## src/rtl/iob_fifo_sync_ctrl.sv

```systemverilog
// Single-clock FIFO controller that drives an external dual-port RAM (1-cycle registered read)
// as a circular buffer. It keeps the pointers, the occupancy level and the status flags.
module iob_fifo_sync_ctrl #(
    parameter int DATA_W = 32,
    parameter int ADDR_W = 4
) (
    input  logic              clk_i,
    input  logic              arst_n_i,
    input  logic              rst_i,
    input  logic              w_en_i,
    input  logic [DATA_W-1:0] w_data_i,
    output logic              w_full_o,
    input  logic              r_en_i,
    output logic [DATA_W-1:0] r_data_o,
    output logic              r_valid_o,
    output logic              r_empty_o,
    output logic [ADDR_W:0]   level_o,
    output logic              overflow_o,
    output logic              underflow_o,
    output logic              ext_mem_w_en_o,
    output logic [ADDR_W-1:0] ext_mem_w_addr_o,
    output logic [DATA_W-1:0] ext_mem_w_data_o,
    output logic              ext_mem_r_en_o,
    output logic [ADDR_W-1:0] ext_mem_r_addr_o,
    input  logic [DATA_W-1:0] ext_mem_r_data_i
);

    localparam int                DEPTH    = 2 ** ADDR_W;
    localparam logic [ADDR_W:0]   LVL_FULL = (ADDR_W + 1)'(DEPTH);
    localparam logic [ADDR_W:0]   LVL_ONE  = (ADDR_W + 1)'(1);
    localparam logic [ADDR_W-1:0] PTR_ONE  = ADDR_W'(1);

    logic [ADDR_W-1:0] r_wptr;
    logic [ADDR_W-1:0] r_rptr;
    logic [ADDR_W:0]   r_level;
    logic              r_valid;
    logic              r_overflow;
    logic              r_underflow;

    logic              w_full;
    logic              w_empty;
    logic              w_w_acc;
    logic              w_r_acc;

    // Flags come only from the level register, so the accept terms never depend
    // combinationally on the opposite side's request.
    always_comb begin
        w_full  = (r_level == LVL_FULL);
        w_empty = (r_level == '0);
        w_w_acc = w_en_i & ~w_full;
        w_r_acc = r_en_i & ~w_empty;
    end

    always_ff @(posedge clk_i or negedge arst_n_i) begin
        if (!arst_n_i) begin
            r_wptr      <= '0;
            r_rptr      <= '0;
            r_level     <= '0;
            r_valid     <= 1'b0;
            r_overflow  <= 1'b0;
            r_underflow <= 1'b0;
        end else if (rst_i) begin
            r_wptr      <= '0;
            r_rptr      <= '0;
            r_level     <= '0;
            r_valid     <= 1'b0;
            r_overflow  <= 1'b0;
            r_underflow <= 1'b0;
        end else begin
            if (w_w_acc) begin
                r_wptr <= r_wptr + PTR_ONE;
            end
            if (w_r_acc) begin
                r_rptr <= r_rptr + PTR_ONE;
            end
            // A simultaneous accepted read and write leaves the occupancy unchanged.
            case ({w_w_acc, w_r_acc})
                2'b10:   r_level <= r_level + LVL_ONE;
                2'b01:   r_level <= r_level - LVL_ONE;
                default: r_level <= r_level;
            endcase
            r_valid     <= w_r_acc;
            r_overflow  <= w_en_i & w_full;
            r_underflow <= r_en_i & w_empty;
        end
    end

    assign ext_mem_w_en_o   = w_w_acc;
    assign ext_mem_w_addr_o = r_wptr;
    assign ext_mem_w_data_o = w_data_i;
    assign ext_mem_r_en_o   = w_r_acc;
    assign ext_mem_r_addr_o = r_rptr;

    assign r_data_o    = ext_mem_r_data_i;
    assign r_valid_o   = r_valid;
    assign w_full_o    = w_full;
    assign r_empty_o   = w_empty;
    assign level_o     = r_level;
    assign overflow_o  = r_overflow;
    assign underflow_o = r_underflow;

endmodule

```

## config.mk

```make
export PLATFORM = sky130hd
export DESIGN_NAME = iob_fifo_sync_ctrl
export DESIGN_NICKNAME = d
export VERILOG_FILES = /design/src/rtl/iob_fifo_sync_ctrl.sv
export SDC_FILE = /design/constraint.sdc
export NUM_CORES = 1
export LEC_CHECK = 0
export BUFFER_PORTS_ARGS = -buffer_cell sky130_fd_sc_hd__buf_4
export CORE_ASPECT_RATIO = 1.4
export CORE_MARGIN = 5
export CORE_UTILIZATION = 35
export CTS_CLUSTER_DIAMETER = 120
export DETAILED_ROUTE_END_ITERATION = 8
export PLACE_DENSITY = 0.81
export SLEW_MARGIN = 10
export SYNTH_ARGS = -nofsm -noshare
export SYNTH_HDL_FRONTEND = slang
export SYNTH_SLANG_ARGS = --single-unit
```

## constraint.sdc

```tcl
create_clock -name clk_i -period 3.65 [get_ports clk_i]
set_clock_uncertainty 0.15 [all_clocks]
set_input_delay 0 -clock clk_i [delete_from_list [all_inputs] [get_ports clk_i]]
set_output_delay 0 -clock clk_i [all_outputs]
set_load 0.05 [all_outputs]
```

==> results of run 1 <==
-- cell type report --
cell class,instances,share of cell area
repair buffers,94,0.4662
multi-input cells,71,0.2603
flip-flops and latches,16,0.2119
clock buffers,4,0.02914
well taps,43,0.02848
inverters,2,0.003974
-- power by group --
group / total (W) / switching (W) / internal [W]
clock: 0.000164 / 0.0000676 / 0.0000960
sequential: 0.000277 / 0.0000611 / 0.000216
combinational: 0.000835 / 0.000560 / 0.000274
total: 0.00127 / 0.000689 / 0.000586
-- kinds of logic after synthesis --
family	Yosys count	synth area share
buffers and inverters	71	0.3696
and+or+nand+nor	39	0.1494
DFF	16	0.2829
AOI/OAI and AO/OA	14	0.07161
xor gates and xnor gates	9	0.05571
muxes	5	0.03537
adders and majority gates	4	0.03537
-- through the flow --
step	instance area [sq um]	util	setup slack, ns	total power [W]
global placement	1134	0.2893	0.9343	0.0009065
finish	1889	0.4821	0.2677	0.001275
global route	1889	0.4821	0.01419	0.001350
floorplan	1415	-	0.7434	0.0009725
detailed placement	1134	0.2893	0.8456	0.0009177
CTS	1889	0.4821	0.2850	0.001289
-- registers in the layout (all words and copies together) (netlist names) --
name	count
ext_mem_r_addr_o	4
level_o	5
overflow_o	1
ext_mem_w_addr_o	4
underflow_o	1
r_valid_o	1
-- metal layers --
layer	vias to the layer above	wire, microns	global-route usage
met2	101	2001	0.2338
li1	511	-	-
met4	0	94	0.07940
met3	5	587	0.07947
met5	-	0	0
met1	510	1157	0.1220
-- timing repair --
action,4_1_cts,5_1_grt
hold endpoints to repair,96,0
resized for setup,0,0
hold buffers,70,0
-- worst reg2reg max path, stage by stage (launching register included) --
cell           delay, ns
dfrtp_1             0.44
nor4_2              0.49
mux2i_1             0.41
xor2_1              0.12
ha_1                0.23
or3_1               0.34
a21oi_1             0.20
a31oi_1             0.10
mux2i_1             0.15
a21oi_1             0.08
dlygate4sd3_1       0.55
-- worst paths after layout --
kind | start | to | slack, ns | cells after the start
min | ext_mem_r_addr_o[3]$_DFFE_PN0P_ | ext_mem_r_addr_o[3]$_DFFE_PN0P_ | 0.40 | 2
max in group asynchronous | arst_n_i | level_o[1]$_DFFE_PN0P_ | 2.17 | 3
min reg2reg | ext_mem_r_addr_o[3]$_DFFE_PN0P_ | ext_mem_r_addr_o[3]$_DFFE_PN0P_ | 0.40 | 2
max | level_o[3]$_DFFE_PN0P_ | level_o[4]$_DFFE_PN0P_ | 0.27 | 10
max reg2reg | level_o[3]$_DFFE_PN0P_ | level_o[4]$_DFFE_PN0P_ | 0.27 | 10
min in group asynchronous | arst_n_i | ext_mem_w_addr_o[2]$_DFFE_PN0P_ | 0.72 | 3
-- cells in the final DEF (no fill, tap or decap), types with 2 or more instances in the layout --
cell	Yosys	final
dlygate4sd3_1	0	70
buf_4	64	24
dfrtp_1	16	16
nor2_1	14	14
nand2_1	9	9
xor2_1	6	6
mux2i_1	5	5
a21oi_1	5	5
ha_1	4	4
clkbuf_8	0	4
xnor2_1	3	3
nand4_1	3	3
o21ai_1	2	2
or3_1	2	2
a31oi_1	2	2
==> flow_summary.json, run 1 <==
{
  "rsz0062_at_grt": "false",
  "hold_violations": 0,
  "synthArstFlopShare": 1.000,
  "syn_inst": 158,
  "route.vias.total": 1127,
  "min_period_ns": 3.382,
  "synthFlopType": "dfrtp_1",
  "postRouteAntennaNets": 0,
  "syn_nets": 231,
  "holdWs_ns": 0.4023,
  "design.die.area_sq_um": 5433,
  "powerDensity_nw_per_um2": 674.8,
  "outcome": "finished clean",
  "crit_chain": "nor4_2 -> mux2i_1 -> xor2_1 -> ha_1 -> or3_1 -> a21oi_1 -> a31oi_1 -> mux2i_1 -> a21oi_1 -> dlygate4sd3_1",
  "start_util": 0.3611,
  "worst-path-buf-inv": 1,
  "route.detailed.drc": 0,
  "timing.fmax_mhz": 295.7,
  "grt_max_degree": 17,
  "setup_viol": 0,
  "hpwl_mm": 2.181,
  "syn_to_final_growth_pct": 33.51,
  "antenna_cells": 0,
  "placed_cells": 156,
  "max-vdd-ir-drop_mv": 0.3399,
  "cpLargestDelayFamily": "simple AND/OR/NAND/NOR gates",
  "seqCellArea_sq_um": 400.4,
  "ys_seq_elements": 16,
  "slowest_delay_ns": 0.55,
  "fillCellCount": 358,
  "port-buffer-count": 24,
  "yosysTopAreaCellShare": 0.3395,
  "ios": 153,
  "drv_cap": 0,
  "tightest_slew_ns": 0.7205,
  "seq_area_frac_synth": 0.2829,
  "crit_arrival_ns": 3.38,
  "syn-mean-instance-area_sq_um": 8.956,
  "drt_iter0_markers": 15,
  "wl_per_cell_microns": 16.70,
  "clkSlewWorstSetupHoldPaths_ns": 0.07,
  "grt_util_all_layers": 0.1365,
  "drv_slew": 0,
  "grt_pass1_vias": 1173,
  "synth_top_area_cell": "buf_4",
  "synth_edf_count": 0,
  "drive_gt1_frac": 0.1925,
  "post_cts_buffers": 0,
  "cts.sinks": 16,
  "drt_first_pass_iters": 4,
  "viasPerCell": 4.900,
  "cts_max_path_buffers": 2,
  "yosys-top-cells-count": "buf_4, dfrtp_1, nor2_1",
  "finalWirelength_mm": 3.841,
  "multi_input_area_sq_um": 491.7,
  "worstHoldPathType": "flip-flop to flip-flop",
  "endpoint_kind": "flip-flop",
  "clock-root-buffer": "clkbuf_8",
  "cp-start-kind": "flip-flop",
  "htreeDepth": 1,
  "cts_buffers": 3,
  "fp.dieH_microns": 85.24,
  "final_nets": 261,
  "gp_congestion": 0.8043,
  "fin_crit_sh": 0.9267,
  "tns_ns": 0,
  "crit_path_top_delay_cell": "dlygate4sd3_1",
  "die_w_microns": 63.74,
  "row_count": 27,
  "p_leak_nw": 0.8736,
  "syn_area_sq_um": 1415,
  "worstSkewPairLatency_ns": 0.26,
  "cts_tree": "done",
  "gr-total-overflow": 0,
  "worst-path-max-fanout": 5,
  "grt_antenna_before_repair": 0,
  "worstSetupPathType": "flip-flop to flip-flop",
  "cp_data_required_time_ns": 3.65,
  "synth.distinct_cells": 34,
  "synth.most_common_cell": "buf_4",
  "grt_first_pass_wirelength_mm": 5.754,
  "maxSlewHeadroom": 0.5181,
  "coreArea_sq_um": 3919,
  "layoutNonFillerInstCount": 230,
  "synth_area_leaders": "buf_4, dfrtp_1, nor2_1, xor2_1, ha_1",
  "ys_warn_count": 0
}
No activity file was read; power rests on OpenSTA's default activity.
==> run 2, diff against run 1 <==
- ABC_AREA: default -> 1
- CORE_MARGIN: 5 -> 1
==> flow_summary.json, run 2 <==
{
  "outcome": "finished clean",
  "r2r_slack_ns": 1.55,
  "max-vdd-ir-drop_mv": 0.4582,
  "ios": 153,
  "grt_util_all_layers": 0.1451,
  "synth-simple-area-share": 0.2140,
  "drt_iter0_markers": 19,
  "worstSkewPairLatency_ns": 0.25,
  "crit_arrival_ns": 2.09,
  "tightest_slew_ns": 0.5294,
  "synth_xor_area_frac": 0.006140,
  "pre_cts_slack_ns": 1.565,
  "gp_congestion": 0.8733,
  "use_met1": 0.1381,
  "syn_inst": 184,
  "start_util": 0.3640,
  "ys_warn_count": 0,
  "synth_edf_count": 0,
  "ff2ff_path_depth": 15,
  "post_cts_buffers": 0,
  "worstHoldPathType": "flip-flop to flip-flop",
  "cp-start-kind": "flip-flop",
  "drt_first_pass_iters": 4,
  "cts_tree": "done",
  "layout.cells.most_common": "dlygate4sd3_1",
  "min_period_ns": 2.099,
  "design.die.area_sq_um": 4338,
  "route.vias.total": 1223,
  "syn_nets": 257,
  "finalWirelength_mm": 3.228,
  "worstSetupPathType": "flip-flop to flip-flop",
  "cts.sinks": 16,
  "holdWs_ns": 0.3262,
  "drv_slew": 0,
  "synth.distinct_cells": 21,
  "worst_slack_ns": 1.551,
  "powerDensity_nw_per_um2": 625.0,
  "yosysTopAreaCellShare": 0.3368,
  "hold_path_end": "ext_mem_w_addr_o[3]$_DFFE_PN0P_",
  "htreeDepth": 1,
  "hold_depth": 1,
  "synthFlopType": "dfrtp_1",
  "layoutNonFillerInstCount": 260,
  "viasPerCell": 4.704,
  "final_nets": 291,
  "grt_pass1_vias": 1152,
  "grt_max_degree": 13,
  "port-buffer-count": 24,
  "seq_area_frac_synth": 0.2807,
  "grt_first_pass_wirelength_mm": 4.899,
  "yosys-top-cells-count": "buf_4, nand2_1, inv_1",
  "rsz0062_at_grt": "false",
  "die_w_microns": 55.96,
  "synth_top_area_cell": "buf_4",
  "gr-total-overflow": 0,
  "syn_to_final_growth_pct": 35.35,
  "syn-mean-instance-area_sq_um": 7.752,
  "antenna_cells": 0,
  "fin_crit_sh": 0.5752,
  "timing.fmax_mhz": 476.3,
  "synth_compound_area_frac": 0.06316,
  "row_count": 27,
  "grt-busiest-layer": "met2",
  "synth_area_leaders": "buf_4, dfrtp_1, nand2_1, inv_1, nand3_1",
  "clock-root-buffer": "clkbuf_8",
  "reg2reg_from": "level_o[0]$_DFFE_PN0P_",
  "synth_top_family_by_area": "buffers and inverters",
  "endpoint_kind": "flip-flop",
  "use_met3": 0.03000,
  "route.detailed.drc": 0,
  "drv_cap": 0,
  "fp.dieH_microns": 77.54,
  "hold_violations": 0,
  "fillCellCount": 366,
  "coreArea_sq_um": 3919,
  "wl_per_cell_microns": 12.42,
  "p_leak_nw": 0.9675,
  "synth_mux_area_frac": 0,
  "cts_buffers": 3,
  "placed_cells": 186,
  "grt_antenna_before_repair": 0,
  "maxSlewHeadroom": 0.6459,
  "ys_seq_elements": 16,
  "cts_max_path_buffers": 2,
  "postRouteAntennaNets": 0,
  "mostFrequentLayoutCells": "dlygate4sd3_1, nand2_1, buf_4",
  "largest_reg_flops": 5,
  "hpwl_mm": 2.194,
  "syn_area_sq_um": 1426,
  "worst-path-max-fanout": 7,
  "synth.most_common_cell": "buf_4",
  "grt_use_met2": 0.2928,
  "reg2reg_to": "level_o[4]$_DFFE_PN0P_",
  "cp_data_required_time_ns": 3.64,
  "synthArstFlopShare": 1.000,
  "tns_ns": 0,
  "setup_viol": 0,
  "synth_adder_area_share": 0.03509,
  "drive_gt1_frac": 0.1935,
  "clkSlewWorstSetupHoldPaths_ns": 0.06,
  "worst_hold_startpoint": "ext_mem_w_addr_o[3]$_DFFE_PN0P_"
}
## run 2: changes by cell type after synthesis, moves of 5 or more
| cell | previous run | this run |
|---|---|---|
| xor2_1 | 6 | 1 |
| nor2_1 | 14 | 7 |
| mux2i_1 | 5 | 0 |
| o21ai_0 | 1 | 11 |
| nand2_1 | 9 | 27 |
| nand3_1 | 1 | 12 |
| inv_1 | 1 | 19 |
## run 2: report_power, final
| group | total (W) | internal (W) | switching, W | leakage, nW |
|---|---|---|---|---|
| logic | 0.000782 | 0.000219 | 0.000563 | 0.723 |
| registers | 0.000267 | 0.000215 | 0.0000512 | 0.216 |
| clock network | 0.000158 | 0.0000957 | 0.0000625 | 0.0288 |
| total | 0.00121 | 0.000530 | 0.000676 | 0.968 |
## run 2: final cells by class
class,count,area (sq um),area share
inverters,21,86.33,0.04472
multi-input cells,82,454.2,0.2353
flip-flops and latches,16,400.4,0.2074
repair buffers,94,880.8,0.4563
clock buffers,4,55.05,0.02852
well taps,43,53.80,0.02787
## run 2: worst max-delay path by stage
| stage | cells past startpoint | startpoint | end |
|---|---|---|---|
| floorplan | 14 | level_o[4]$_DFFE_PN0P_ | level_o[4]$_DFFE_PN0P_ |
| detailed placement | 15 | level_o[0]$_DFFE_PN0P_ | level_o[4]$_DFFE_PN0P_ |
| finish | 15 | level_o[0]$_DFFE_PN0P_ | level_o[4]$_DFFE_PN0P_ |
| global route | 15 | level_o[0]$_DFFE_PN0P_ | level_o[4]$_DFFE_PN0P_ |
| global placement | 15 | level_o[2]$_DFFE_PN0P_ | level_o[4]$_DFFE_PN0P_ |
| CTS | 15 | level_o[0]$_DFFE_PN0P_ | level_o[4]$_DFFE_PN0P_ |
## run 2: logic make-up after synthesis
kind of cell / Yosys count
xor+xnor: 1
simple gates: 60
compound gates: 17
fa+ha+maj: 4
flops: 16
buf+inv: 86
## run 2: critical path, stage by stage, from the launching register on
cell	delay (ns)
dfrtp_1	0.46
nor2_2	0.17
nand3_2	0.14
nand2_4	0.14
inv_6	0.06
nand2_4	0.08
nand2_1	0.07
nand2_1	0.06
inv_1	0.05
ha_1	0.17
inv_1	0.05
nand2_1	0.07
nand3_1	0.10
nand3_1	0.07
nand3_1	0.10
nand2_1	0.05
## run 2: per-layer routing
| layer | up-vias | routed length [microns] | share of wire |
|---|---|---|---|
| met4 | 0 | 51 | 0.016 |
| met1 | 540 | 1025 | 0.32 |
| met2 | 105 | 1831 | 0.57 |
| met3 | 6 | 319 | 0.099 |
| li1 | 572 | - | - |
| met5 | - | 0 | 0 |
## run 2: through the flow
step / utilization / total power, W / instance area (sq um)
finish: 0.4927 / 0.001207 / 1931
global route: 0.4927 / 0.001277 / 1931
detailed placement: 0.2998 / 0.0008558 / 1175
floorplan: - / 0.0008813 / 1426
CTS: 0.4927 / 0.001213 / 1931
global placement: 0.2998 / 0.0008439 / 1175
## run 2: timing repair
action	in CTS	in global routing
hold buffers	70	0
endpoints found under the hold margin	84	0
resized for setup	0	0
==> run 3, diff against run 2 <==
- CORE_UTILIZATION: 35 -> 32
- PLACE_DENSITY: 0.81 -> 0.78
- clock period: 3.65 -> 1.9 ns (I/O delays scaled with it)
==> flow_summary.json, run 3 (synthesized netlist as in run 2, its figures left out) <==
{
  "outcome": "finished, violations left",
  "failed_checks": "negative setup slack",
  "viasPerCell": 4.418,
  "grt_antenna_before_repair": 0,
  "worstSetupPathType": "flip-flop to flip-flop",
  "postRouteAntennaNets": 0,
  "route.detailed.drc": 0,
  "tightest_slew_ns": 0.6812,
  "gr-total-overflow": 0,
  "antenna_cells": 0,
  "crit_chain": "nor2_4 -> nand3_2 -> nand2_4 -> nand2_4 -> nand2_4 -> nand2_2 -> inv_2 -> ha_4 -> inv_2 -> nand2_4 -> nand3_2 -> nand2_1 -> nand2_1 -> nand3_2 -> nand2_1",
  "clock-root-buffer": "clkbuf_8",
  "crit_arrival_ns": 1.89,
  "drv_slew": 0,
  "drive_gt1_frac": 0.3460,
  "cts.sinks": 16,
  "p_leak_nw": 1.060,
  "r2r_slack_ns": -0.001,
  "clkSlewWorstSetupHoldPaths_ns": 0.06,
  "cp.depth": 15,
  "route.vias.total": 1312,
  "grt_first_pass_wirelength_mm": 4.836,
  "timing.fmax_mhz": 526.0,
  "worst-path-max-fanout": 4,
  "drv_cap": 0,
  "finalWirelength_mm": 3.554,
  "cpMostUsedCell": "nand2_4",
  "layout.cells.most_common": "dlygate4sd3_1",
  "rsz0062_at_grt": "true",
  "design.die.area_sq_um": 4732,
  "hpwl_mm": 2.160,
  "grt_pass1_vias": 1162,
  "crit_path_top_delay_cell": "dfrtp_2",
  "cp-start-kind": "flip-flop",
  "min_period_ns": 1.901,
  "htreeDepth": 1,
  "fin_area_sq_um": 2195,
  "port-buffer-count": 24,
  "largest_reg_flops": 5,
  "cpLargestDelayFamily": "simple AND/OR/NAND/NOR gates",
  "cts_max_path_buffers": 2,
  "hold_depth": 1,
  "worst_slack_ns": -0.001010,
  "ios": 153,
  "die_w_microns": 58.43,
  "drt_iter0_markers": 34,
  "drt_first_pass_iters": 4,
  "worstSkewPairLatency_ns": 0.25,
  "final_nets": 311,
  "cts_buffers": 3,
  "powerDensity_nw_per_um2": 1226,
  "coreArea_sq_um": 4239,
  "slowest_delay_ns": 0.42,
  "endpoint_kind": "flip-flop",
  "fin_crit_sh": 1.001,
  "grt_util_all_layers": 0.1399,
  "max-vdd-ir-drop_mv": 0.5099,
  "wl_per_cell_microns": 11.97,
  "maxSlewHeadroom": 0.5444,
  "hold_violations": 0,
  "worst-path-buf-inv": 2,
  "power_w": 0.002691,
  "cp_data_required_time_ns": 1.89,
  "ff2ff_path_depth": 15,
  "cts_tree": "done",
  "holdWs_ns": 0.3225,
  "grt_max_degree": 16,
  "mostFrequentLayoutCells": "dlygate4sd3_1, buf_4, nand2_1",
  "setup_viol": 1,
  "syn_to_final_growth_pct": 53.86,
  "gp_congestion": 0.8763,
  "start_util": 0.3365,
  "row_count": 28,
  "fp.dieH_microns": 81.00,
  "worstHoldPathType": "flip-flop to flip-flop",
  "placed_area_sq_um": 1300
}
-- run 3: worst reg2reg max path, stage by stage (launching register included) --
cell	delay [ns]
dfrtp_2	0.42
nor2_4	0.14
nand3_2	0.11
nand2_4	0.14
nand2_4	0.07
nand2_4	0.06
nand2_2	0.05
inv_2	0.07
ha_4	0.14
inv_2	0.04
nand2_4	0.06
nand3_2	0.08
nand2_1	0.08
nand2_1	0.06
nand3_2	0.06
nand2_1	0.05
-- run 3: path summary, 6_finish.rpt --
check / startpoint / endpoint
worst max-delay path: level_o[0]$_DFFE_PN0P_ / level_o[4]$_DFFE_PN0P_
worst max register to register: level_o[0]$_DFFE_PN0P_ / level_o[4]$_DFFE_PN0P_
min in group asynchronous: arst_n_i / ext_mem_r_addr_o[1]$_DFFE_PN0P_
max in group asynchronous: arst_n_i / level_o[2]$_DFFE_PN0P_
worst min register to register: ext_mem_w_addr_o[3]$_DFFE_PN0P_ / ext_mem_w_addr_o[3]$_DFFE_PN0P_
worst min-delay path: ext_mem_w_addr_o[3]$_DFFE_PN0P_ / ext_mem_w_addr_o[3]$_DFFE_PN0P_
-- run 3: timing repair --
action	in CTS	in global routing
hold buffers	70	0
pin swaps	6	16
setup buffers	3	7
endpoints found under the hold margin	86	0
resized for setup	4	16
endpoints found under the setup margin	1	3
-- run 3: per-stage QoR --
stage | instances | TNS, ns | utilization | worst slack, ns
2_1_floorplan | 184 | -0.2852 | - | -0.1558
3_3_place_gp | 213 | 0 | 0.3067 | 0.03593
3_5_place_dp | 213 | -0.03937 | 0.3067 | -0.03937
4_1_cts | 290 | 0 | 0.4926 | 0.004062
5_1_grt | 297 | -0.1701 | 0.5177 | -0.1010
6_report | 297 | -0.001010 | 0.5177 | -0.001010
-- run 3: metal layers --
layer | track usage | vias to the layer above | part of all wire
met4 | 0.09762 | 0 | 0.033
met2 | 0.2747 | 110 | 0.55
met3 | 0.02866 | 9 | 0.087
met5 | 0 | - | 0
li1 | - | 610 | -
met1 | 0.1224 | 583 | 0.33
-- run 3: final cells by class --
class                   count  area (sq um)
multi-input cells          82         545.5
repair buffers            114          1031
well taps                  60         75.07
fillers                   377          2044
flip-flops and latches     16         406.6
clock buffers               4         45.04
inverters                  21         91.34
-- run 3: where the power goes --
part | switching (W) | internal, W | total, W | leakage (nW)
combinational | 0.00126 | 0.000672 | 0.00193 | 0.828
clock | 0.000109 | 0.000149 | 0.000257 | 0.0228
sequential | 0.0000783 | 0.000423 | 0.000501 | 0.209
total | 0.00145 | 0.00124 | 0.00269 | 1.06
